### src/rtl/cpu_pkg.sv
// Shared CPU definitions: datapath widths, the halt encoding, fetch states and
// the opcode field position, so fetch and decode agree on one source.
package cpu_pkg;

  localparam int ADDR_W  = 10;
  localparam int DATA_W  = 10;
  localparam int OPC_MSB = 9;
  localparam int OPC_LSB = 6;

  localparam logic [DATA_W-1:0] HALT_WORD = 10'b0010000010;

  typedef enum logic [1:0] {
    IDLE      = 2'd0,
    FETCH     = 2'd1,
    HALT_PEND = 2'd2,
    HALTED    = 2'd3
  } fetch_state_e;

  function automatic logic [OPC_MSB-OPC_LSB:0] opcode_of(input logic [DATA_W-1:0] word);
    return word[OPC_MSB:OPC_LSB];
  endfunction

endpackage

### src/rtl/fetch_unit_pc_reg.sv
// Program counter register: reset value, absolute load and wrapping increment.
// A load takes priority over an increment in the same cycle.
module pc_reg import cpu_pkg::*; #(
  parameter int            AW       = 10,
  parameter logic [AW-1:0] RESET_PC = {AW{1'b0}}
) (
  input  logic          clk,
  input  logic          reset,
  input  logic          set_en,
  input  logic [AW-1:0] set_val,
  input  logic          inc_en,
  output logic [AW-1:0] pc
);

  logic [AW-1:0] pc_q;
  logic [AW-1:0] pc_d;

  // next PC selection
  always_comb begin
    pc_d = pc_q;
    if (set_en) begin
      pc_d = set_val;
    end else if (inc_en) begin
      pc_d = pc_q + {{(AW-1){1'b0}}, 1'b1};
    end else begin
      pc_d = pc_q;
    end
  end

  // PC state register
  always_ff @(posedge clk or posedge reset) begin
    if (reset) begin
      pc_q <= RESET_PC;
    end else begin
      pc_q <= pc_d;
    end
  end

  assign pc = pc_q;

endmodule

### src/rtl/fetch_unit.sv
// Instruction fetch stage: drives the ROM from the PC, registers one word into a
// valid/ready output slot, follows redirects and stops after emitting the halt word.
module fetch_unit import cpu_pkg::*; #(
  parameter int                  ADDR_W    = cpu_pkg::ADDR_W,
  parameter int                  DATA_W    = cpu_pkg::DATA_W,
  parameter logic [ADDR_W-1:0]   RESET_PC  = {ADDR_W{1'b0}},
  parameter logic [DATA_W-1:0]   HALT_WORD = cpu_pkg::HALT_WORD
) (
  input  logic              clk,
  input  logic              reset,
  input  logic              start,
  output logic [ADDR_W-1:0] rom_addr,
  input  logic [DATA_W-1:0] rom_data,
  output logic              out_valid,
  input  logic              out_ready,
  output logic [DATA_W-1:0] out_instr,
  output logic [ADDR_W-1:0] out_pc,
  input  logic              redirect_valid,
  input  logic [ADDR_W-1:0] redirect_target,
  output logic              halted,
  output logic [15:0]       fetch_count
);

  fetch_state_e      state_q, state_d;
  logic              out_valid_q, out_valid_d;
  logic [DATA_W-1:0] out_instr_q, out_instr_d;
  logic [ADDR_W-1:0] out_pc_q, out_pc_d;
  logic              halted_q, halted_d;
  logic [15:0]       fetch_count_q, fetch_count_d;

  logic              transfer_s;
  logic              slot_free_s;
  logic              pc_set_s;
  logic              pc_inc_s;
  logic [ADDR_W-1:0] pc_set_val_s;
  logic [ADDR_W-1:0] pc_s;

  pc_reg #(
    .AW       (ADDR_W),
    .RESET_PC (RESET_PC)
  ) u_pc_reg (
    .clk     (clk),
    .reset   (reset),
    .set_en  (pc_set_s),
    .set_val (pc_set_val_s),
    .inc_en  (pc_inc_s),
    .pc      (pc_s)
  );

  // a redirect in the same cycle cancels the handoff to decode
  assign transfer_s  = out_valid_q && out_ready && !redirect_valid;
  assign slot_free_s = !out_valid_q || transfer_s;

  // fetch control, output slot and counter next-state
  always_comb begin
    state_d       = state_q;
    out_valid_d   = out_valid_q;
    out_instr_d   = out_instr_q;
    out_pc_d      = out_pc_q;
    pc_set_s      = 1'b0;
    pc_inc_s      = 1'b0;
    pc_set_val_s  = redirect_target;

    case (state_q)
      IDLE: begin
        if (start) begin
          pc_set_s     = 1'b1;
          pc_set_val_s = RESET_PC;
          state_d      = FETCH;
        end else begin
          state_d = IDLE;
        end
      end
      FETCH: begin
        if (redirect_valid) begin
          pc_set_s    = 1'b1;
          out_valid_d = 1'b0;
        end else if (slot_free_s) begin
          out_instr_d = rom_data;
          out_pc_d    = pc_s;
          out_valid_d = 1'b1;
          pc_inc_s    = 1'b1;
          if (rom_data == HALT_WORD) begin
            state_d = HALT_PEND;
          end else begin
            state_d = FETCH;
          end
        end else begin
          state_d = FETCH;
        end
      end
      HALT_PEND: begin
        if (redirect_valid) begin
          pc_set_s    = 1'b1;
          out_valid_d = 1'b0;
          state_d     = FETCH;
        end else if (transfer_s) begin
          out_valid_d = 1'b0;
          state_d     = HALTED;
        end else begin
          state_d = HALT_PEND;
        end
      end
      HALTED: begin
        out_valid_d = 1'b0;
        state_d     = HALTED;
      end
      default: begin
        out_valid_d = 1'b0;
        state_d     = IDLE;
      end
    endcase

    halted_d = (state_d == HALTED);

    if (transfer_s && (fetch_count_q != 16'hFFFF)) begin
      fetch_count_d = fetch_count_q + 16'd1;
    end else begin
      fetch_count_d = fetch_count_q;
    end
  end

  // control and output registers
  always_ff @(posedge clk or posedge reset) begin
    if (reset) begin
      state_q       <= IDLE;
      out_valid_q   <= 1'b0;
      out_instr_q   <= {DATA_W{1'b0}};
      out_pc_q      <= {ADDR_W{1'b0}};
      halted_q      <= 1'b0;
      fetch_count_q <= 16'd0;
    end else begin
      state_q       <= state_d;
      out_valid_q   <= out_valid_d;
      out_instr_q   <= out_instr_d;
      out_pc_q      <= out_pc_d;
      halted_q      <= halted_d;
      fetch_count_q <= fetch_count_d;
    end
  end

  assign rom_addr    = pc_s;
  assign out_valid   = out_valid_q;
  assign out_instr   = out_instr_q;
  assign out_pc      = out_pc_q;
  assign halted      = halted_q;
  assign fetch_count = fetch_count_q;

endmodule

### config.mk
export PLATFORM = sky130hd
export DESIGN_NAME = fetch_unit
export DESIGN_NICKNAME = d
export VERILOG_FILES = /design/src/rtl/cpu_pkg.sv /design/src/rtl/fetch_unit_pc_reg.sv /design/src/rtl/fetch_unit.sv
export SDC_FILE = /design/constraint.sdc
export NUM_CORES = 1
export LEC_CHECK = 0
export BUFFER_PORTS_ARGS = -buffer_cell sky130_fd_sc_hd__clkbuf_2
export CORE_MARGIN = 2
export CORE_UTILIZATION = 25
export CTS_BUF_LIST = sky130_fd_sc_hd__clkbuf_2 sky130_fd_sc_hd__clkbuf_4 sky130_fd_sc_hd__clkbuf_8
export DETAILED_ROUTE_END_ITERATION = 10
export GPL_TIMING_DRIVEN = 0
export SKIP_LAST_GASP = 1
export SLEW_MARGIN = 5
export SYNTH_ARGS = -nofsm -noshare
export SYNTH_HDL_FRONTEND = slang
export SYNTH_HIERARCHICAL = 1
export SYNTH_SLANG_ARGS = --single-unit
### constraint.sdc
create_clock -name clk -period 4.3 [get_ports clk]
set_input_delay 0.43 -clock clk [delete_from_list [all_inputs] [get_ports clk]]
set_output_delay 0.43 -clock clk [all_outputs]
set_load 0.01 [all_outputs]
# Yosys cells after proc, flatten, opt, wreduce, memory -nomap -nowiden
# Cells that the tools add are included.
# word_totals
out_inout_bits,48
input_bits,25
elab_cells,52
regBits,50
# op_classes
n_reduce_logical,12
eq_ne,8
mux,22
add_sub_neg,2
bitwise,1
# op_table
op,count
$mux W10,4
$add A16 B1 Y16 const B,1
$ne A16 B16 Y1 const B,1
$mux W1,11
$add A10 B1 Y10 const B,1
$eq A10 B8 Y1 const B,1
$mux W2,4
$pmux W2 S4,1
$eq A2 B2 Y1 const B,3
$ne A3 B3 Y1 const B,2
$reduce_and A3 Y1,2
$logic_and A1 B1 Y1,3
$pmux W1 S3,1
$reduce_bool A3 Y1,1
$eq A2 B1 Y1 const B,1
$logic_not A1 Y1,2
$logic_not A2 Y1,1
$pmux W1 S2,1
$reduce_bool A2 Y1,1
$reduce_or A2 Y1,1
$logic_or A1 B1 Y1,1
$not A1 Y1,1

# Logic depth before layout (Yosys ltp)
# Gate-level depths: netlist of the first run.
# logic_depth
word_depth,8
mapped_depth,9
depth_no_buf,7

# Cells and area by module
# The synthesis of the first run kept the hierarchy.
# modules_own_cells
mod,seq_area_each_um2,n_inst,area_per_inst_um2,cells_each
fetch_unit,1001.0,1,2010.7,171
pc_reg,250.2,1,548.0,58

# Worst setup path after synthesis of the first run
# Ideal clock, no wire load.
# synth_timing
path_type,register to register
from,register state_q[1]
to,register u_pc_reg.pc_q[7] (netlist: u_pc_reg/pc[7])
stages_incl_launch_ff,9
t_required_ns,4.174
arrival_ns,2.114
period_less_slack_ns,2.240
setup_time_ns,0.126
slack_ns,2.060
path_buffers,1
path_cell_list,dfrtp_1 -> inv_1 -> ha_1 -> nor2b_1 -> o21a_1 -> buf_2 -> nand4_4 -> o311a_2 -> a221o_1
# synth_via
elab_cells_between_ends,9
cone_classes,2 x eq/ne; 4 x mux; 3 x reduce/logical
# synth_rtl
element,line_no,source
from (decl),fetch_unit.sv:24,"fetch_state_e state_q, state_d;"
from (signal assigned),fetch_unit.sv:133,state_q <= state_d;
$eq A2 B1 Y1,fetch_unit.sv:64,case (state_q)
$mux W1,fetch_unit.sv:64,
named net pc_inc_s,fetch_unit.sv:34,logic pc_inc_s;
$reduce_bool A2 Y1 (no line),n/a,
to (signal assigned),fetch_unit_pc_reg.sv:35,pc_q <= pc_d;
to (decl),fetch_unit_pc_reg.sv:15,logic [AW-1:0] pc_q;
# The timed path passes the listed nets, and every way through them passes these cells.
# A chain may end at the register's enable or synchronous reset.

# Worst setup path after layout of the first run
# Same ends and word-level chain as after synthesis.

==> run summary, run 1 <==
Outcome: finished, final reports clean
Clock tree sinks: 50
Avg WL per Cell: 13.68 um
Critical Path End Type: flip-flop
Cell family with most CP delay: compound AO/OA/AOI/OAI gates
CP max FO: 14
Worst Path Arrival: 2.74 ns
Design Area, Final: 3223 sq um
Asr flop ratio synth: 100.0%
Hpwl dp: 4459 um
Minimum clock period: 2.537 ns
Top_reg_cell synth: dfrtp_1
Final hold vios: 0
EDFF count, synth: 0
H-tree Lvls: 2
Max-cap viol count: 0
Post-synthesis cell type count: 44
Initial Utilization: 25.94%
Post-synth top area share: 48.90%
Clock Latency Late Sink: 0.31 ns
Die height: 105.2 um
Kind of critical path: reg2reg
CTS clk-pin slew, worst paths: 0.10 ns
Fin. max-slew vios: 0
Post-synthesis cell count: 229
Largest stage delay, worst path: 0.44 ns
WHS: 0.3479 ns
Syn_nets: 261
CP max stage cell: dfrtp_1
FF+latch count, synth: 50
Leak: 1.562 nW
Area contributors post-synth: dfrtp_1 49%, mux2_2 8.8%, xor2_1 5.5%
Reg2reg end: u_pc_reg/pc[7]
# resized after CTS: 0
Power Dens Cells: 589.2 nW/um^2
DRC: 0
WP depth: 8
CP Cell Sequence: inv_1, ha_1, nor2b_1, o21a_1, buf_2, nand4_4, o311a_2, a221o_1
Vias in the first global route: 2010
Placeable Area: 9864 sq um
P&R area growth vs syn: 25.97%
Largest net degree at the start of global routing: 37
Post-DP Area: 3100 sq um
Average cell area after synthesis: 11.17 sq um
Max Fclk: 0.3941 GHz
Critical Path Sink: u_pc_reg/pc[7]
TritonCTS clock tree: done
# IOs: 73
Register area share after synthesis: 48.90%
Tcrit/Tclk final: 59.01%
First-pass GRT wire length: 9908 um
WL final: 6046 um
# rows: 36
Maximum vdd drop: 0.0001737 V
Grt total ovfl: 0
Setup_tns: 0 ns
Hold path startpoint: redirect_valid
Yosys warning total: 6
WP buf/inv: 2
Post-CTS setup buffers: 0
Synth area leader: dfrtp_1
Clock buffer depth: 2
Starting DRT DRC Count: 74
Die ar.: 11060 sq um
Crit path from: state_q[1]
R2R depth: 8
Via count: 1967
Type of origin of the critical path: flip-flop
Reg2reg start: state_q[1]
Hold Crit Class: in2reg
Die X: 105.2 um
Endpoints failing setup: 0
Critical Path RT: 4.50 ns
Largest register FFs: 16
Clock root buffer master: clkbuf_8
Antenna violation net count after detailed routing: 0
CTS Buf Count: 5
Initial antenna violation count: 0
Reg2reg setup slack: 1.76 ns
Worst-margin pin slew: 0.4320 ns
Vias per inst: 4.450
# nets final: 341
Antenna cells: 0
IO buf count: 71
Rel. slew slack: 71.20%
Total track usage: 11.24%
Layout cells sized above 1: 36.89%
Worst Skew: 0.01023 ns
First-pass detailed-route iteration total: 4
Top-count cell post-synth: dfrtp_1
Cts hold-fix bufs: 1
Post-synth top cells: 50 x dfrtp_1, 22 x nand2_1, 20 x mux2_2, 16 x xor2_1
Area of the mapped netlist: 2559 sq um
RSZ-0062 raised after global routing: no
Final Wtd Congestion: 0.7922
## metrics by stage
stage / worst slack, ns / power (W) / instances / util, %
after floorplan: 2.060 / 0.001265 / 229 / -
after global placement: 1.802 / 0.001545 / 433 / 31.23
after detailed placement: 1.767 / 0.001573 / 434 / 31.43
after CTS: 1.756 / 0.001927 / 442 / 32.67
after global routing: 1.564 / 0.002056 / 442 / 32.67
final: 1.763 / 0.001899 / 442 / 32.67
## layout make-up
cell class	instances	area, sq um
Inverter	8	30.03
Clock inverter	1	30.03
Tap cell	133	166.4
Multi-Input combinational cell	162	1225
Fill cell	1015	6641
Sequential cell	50	1251
Timing Repair Buffer	73	385.4
Buffer	9	52.55
Clock buffer	6	82.58
## cells in the final DEF (no fill, tap or decap), drive strengths merged, types with 2 or more instances in the layout
cell type / instances
nand3: 6
nor3: 4
dfrtp: 50
a211oi: 2
buf: 7
ha: 7
nor2b: 3
and3: 3
nand4: 8
or2: 2
inv: 8
nor2: 8
nand3b: 2
nor4: 4
a31oi: 3
clkbuf: 80
nor4b: 2
o211ai: 3
a21oi: 10
or4: 4
and2: 10
xor2: 16
mux2: 21
o21ai: 9
nand2: 22
a2111oi: 2
## power by group
part / switching (W) / internal (W) / total, W / leakage (nW)
Clock: 0.000161 / 0.000186 / 0.000348 / 0.0573
Combinational: 0.000404 / 0.000347 / 0.000751 / 0.874
Sequential: 0.000160 / 0.000640 / 0.000800 / 0.630
## cells by family after synthesis
family / share of synthesized area [%]
and+or+nand+nor: 18.48
AOI/OAI and AO/OA: 10.51
xor gates and xnor gates: 5.819
adders and majority gates: 3.423
DFF: 48.90
buffers and inverters: 3.227
muxes: 9.633
## worst register-to-register path: stages (launching register included)
cell,delay [ns]
dfrtp_1,0.44
inv_1,0.12
ha_1,0.22
nor2b_1,0.20
o21a_1,0.20
buf_2,0.37
nand4_4,0.20
o311a_2,0.43
a221o_1,0.26
## layer usage
metal  vias up  track usage [%]  share of wire, %
li1        974                -                 -
met1       949            13.33                44
met2        40            18.92                50
met3         4            3.306               5.0
met4         0            4.667               1.3
met5         -                0                 0
## how the worst min path moves through the flow
stage	endpoint	depth (start not counted)
after floorplan	u_pc_reg/pc[0]	1
after global placement	u_pc_reg/pc[4]	2
after detailed placement	out_pc[2]	2
after CTS	out_valid	2
after global routing	out_valid	2
final	out_valid	2
Power figures use the tool's default switching activity.
==> run 2, diff against run 1 <==
Clock period 4.3 ns to 2.2 ns, I/O delays scaled along.
==> run summary, run 2 (synthesis results as in run 1) <==
# rows: 36
Die X: 105.2 um
Design Power: 0.003673 W
Final Wtd Congestion: 0.8386
Die height: 105.2 um
Rel. slew slack: 71.21%
Vias per inst: 4.570
# nets final: 345
Clock Latency Late Sink: 0.30 ns
Outcome: finished, final reports clean
First-pass detailed-route iteration total: 4
WP buf/inv: 2
Initial antenna violation count: 0
Initial Utilization: 25.94%
DRC: 0
Cell family with most CP delay: compound AO/OA/AOI/OAI gates
Worst Skew: 0.006728 ns
Final core occ: 33.13%
Reg2reg setup slack: 0.1 ns
Clock root buffer master: clkbuf_8
Max-cap viol count: 0
Minimum clock period: 2.104 ns
Post-DP Area: 3103 sq um
CP max FO: 7
Largest net degree at the start of global routing: 39
# IOs: 73
CP max stage cell: o311a_2
CP Cell Sequence: inv_2, ha_4, nor2b_4, o21a_1, buf_8, nand4_4, o311a_2, a221o_1
Fin. max-slew vios: 0
Via count: 2043
Kind of critical path: reg2reg
Reg2reg start: state_q[1]
Reg2reg end: u_pc_reg/pc[7]
Largest stage delay, worst path: 0.43 ns
Maximum vdd drop: 0.0005049 V
Die ar.: 11060 sq um
Vias in the first global route: 1966
Antenna cells: 0
Antenna violation net count after detailed routing: 0
Worst Hold Depth: 2
Final hold vios: 0
Power Dens Cells: 1124 nW/um^2
IO buf count: 71
Worst Path Arrival: 2.29 ns
Leak: 1.589 nW
Max Fclk: 0.4754 GHz
Critical Path End Type: flip-flop
R2R depth: 8
TritonCTS clock tree: done
Hpwl dp: 4557 um
Grt total ovfl: 0
Worst-margin pin slew: 0.4314 ns
Most common cell after layout, fill and taps aside: clkbuf_2
Total track usage: 10.95%
CTS clk-pin slew, worst paths: 0.09 ns
Avg WL per Cell: 13.26 um
Hold Crit Class: in2reg
Layout cells sized above 1: 39.81%
WL final: 5929 um
Tcrit/Tclk final: 95.62%
Critical Path RT: 2.39 ns
Type of origin of the critical path: flip-flop
Clock buffer depth: 2
Hold EP: out_valid
Placeable Area: 9864 sq um
Design Area, Final: 3268 sq um
Fillers: 1019
P&R area growth vs syn: 27.73%
Largest register FFs: 16
H-tree Lvls: 2
CTS Buf Count: 5
Hold path startpoint: redirect_valid
Commonest non-fill, non-tap cells in the layout: 72 x clkbuf_2, 50 x dfrtp_1, 21 x nand2_1
Starting DRT DRC Count: 69
Clock tree sinks: 50
Endpoints failing setup: 0
First-pass GRT wire length: 9804 um
==> run 2: repair_timing <==
action | 4_1_cts | 5_1_grt
setup buffers | 4 | 1
endpoints found under the hold margin | 50 | 0
endpoints found under the setup margin | 5 | 10
gates resized for setup | 5 | 4
hold buffers | 1 | 0
==> run 2: cell type report <==
class / count / area, sq um / area share (%)
Buffer: 8 / 60.06 / 1.838
Clock buffer: 6 / 76.32 / 2.335
Clock inverter: 2 / 13.76 / 0.4211
Inverter: 8 / 30.03 / 0.9188
Multi-Input combinational cell: 162 / 1247 / 38.17
Sequential cell: 50 / 1251 / 38.28
Tap cell: 133 / 166.4 / 5.092
Timing Repair Buffer: 78 / 422.9 / 12.94
==> run 2: how the worst max path moves through the flow <==
stage	from	endpoint	depth (start not counted)
after global routing	state_q[1]	u_pc_reg/pc[9]	8
after global placement	state_q[1]	u_pc_reg/pc[7]	8
after floorplan	state_q[1]	u_pc_reg/pc[7]	8
after CTS	state_q[1]	u_pc_reg/pc[7]	8
final	state_q[1]	u_pc_reg/pc[7]	8
after detailed placement	state_q[1]	u_pc_reg/pc[7]	8
==> run 2: stage by stage <==
stage	hold slack (ns)	setup TNS [ns]	std cells	setup WS [ns]
after floorplan	0.06018	0	229	0.03618
after global placement	0.2191	-0.6973	433	-0.2083
after detailed placement	0.08365	-0.9397	434	-0.2550
after CTS	0.1298	0	447	0.008945
after global routing	0.1461	-0.02851	447	-0.01794
final	0.1542	0	447	0.09647
==> run 2: layer usage <==
layer	up-vias	wire length [um]	global-route usage, %
met5	-	0	0
met3	7	266	2.745
li1	989	-	-
met2	54	2922	17.95
met1	993	2655	14.37
met4	0	85	2.857
==> run 2: report_power, final <==
part           total [W]  switching [W]  internal [W]
Combinational    0.00156       0.000808      0.000749
Sequential       0.00157       0.000322       0.00125
Clock           0.000543       0.000306      0.000238
Total            0.00367        0.00144       0.00224
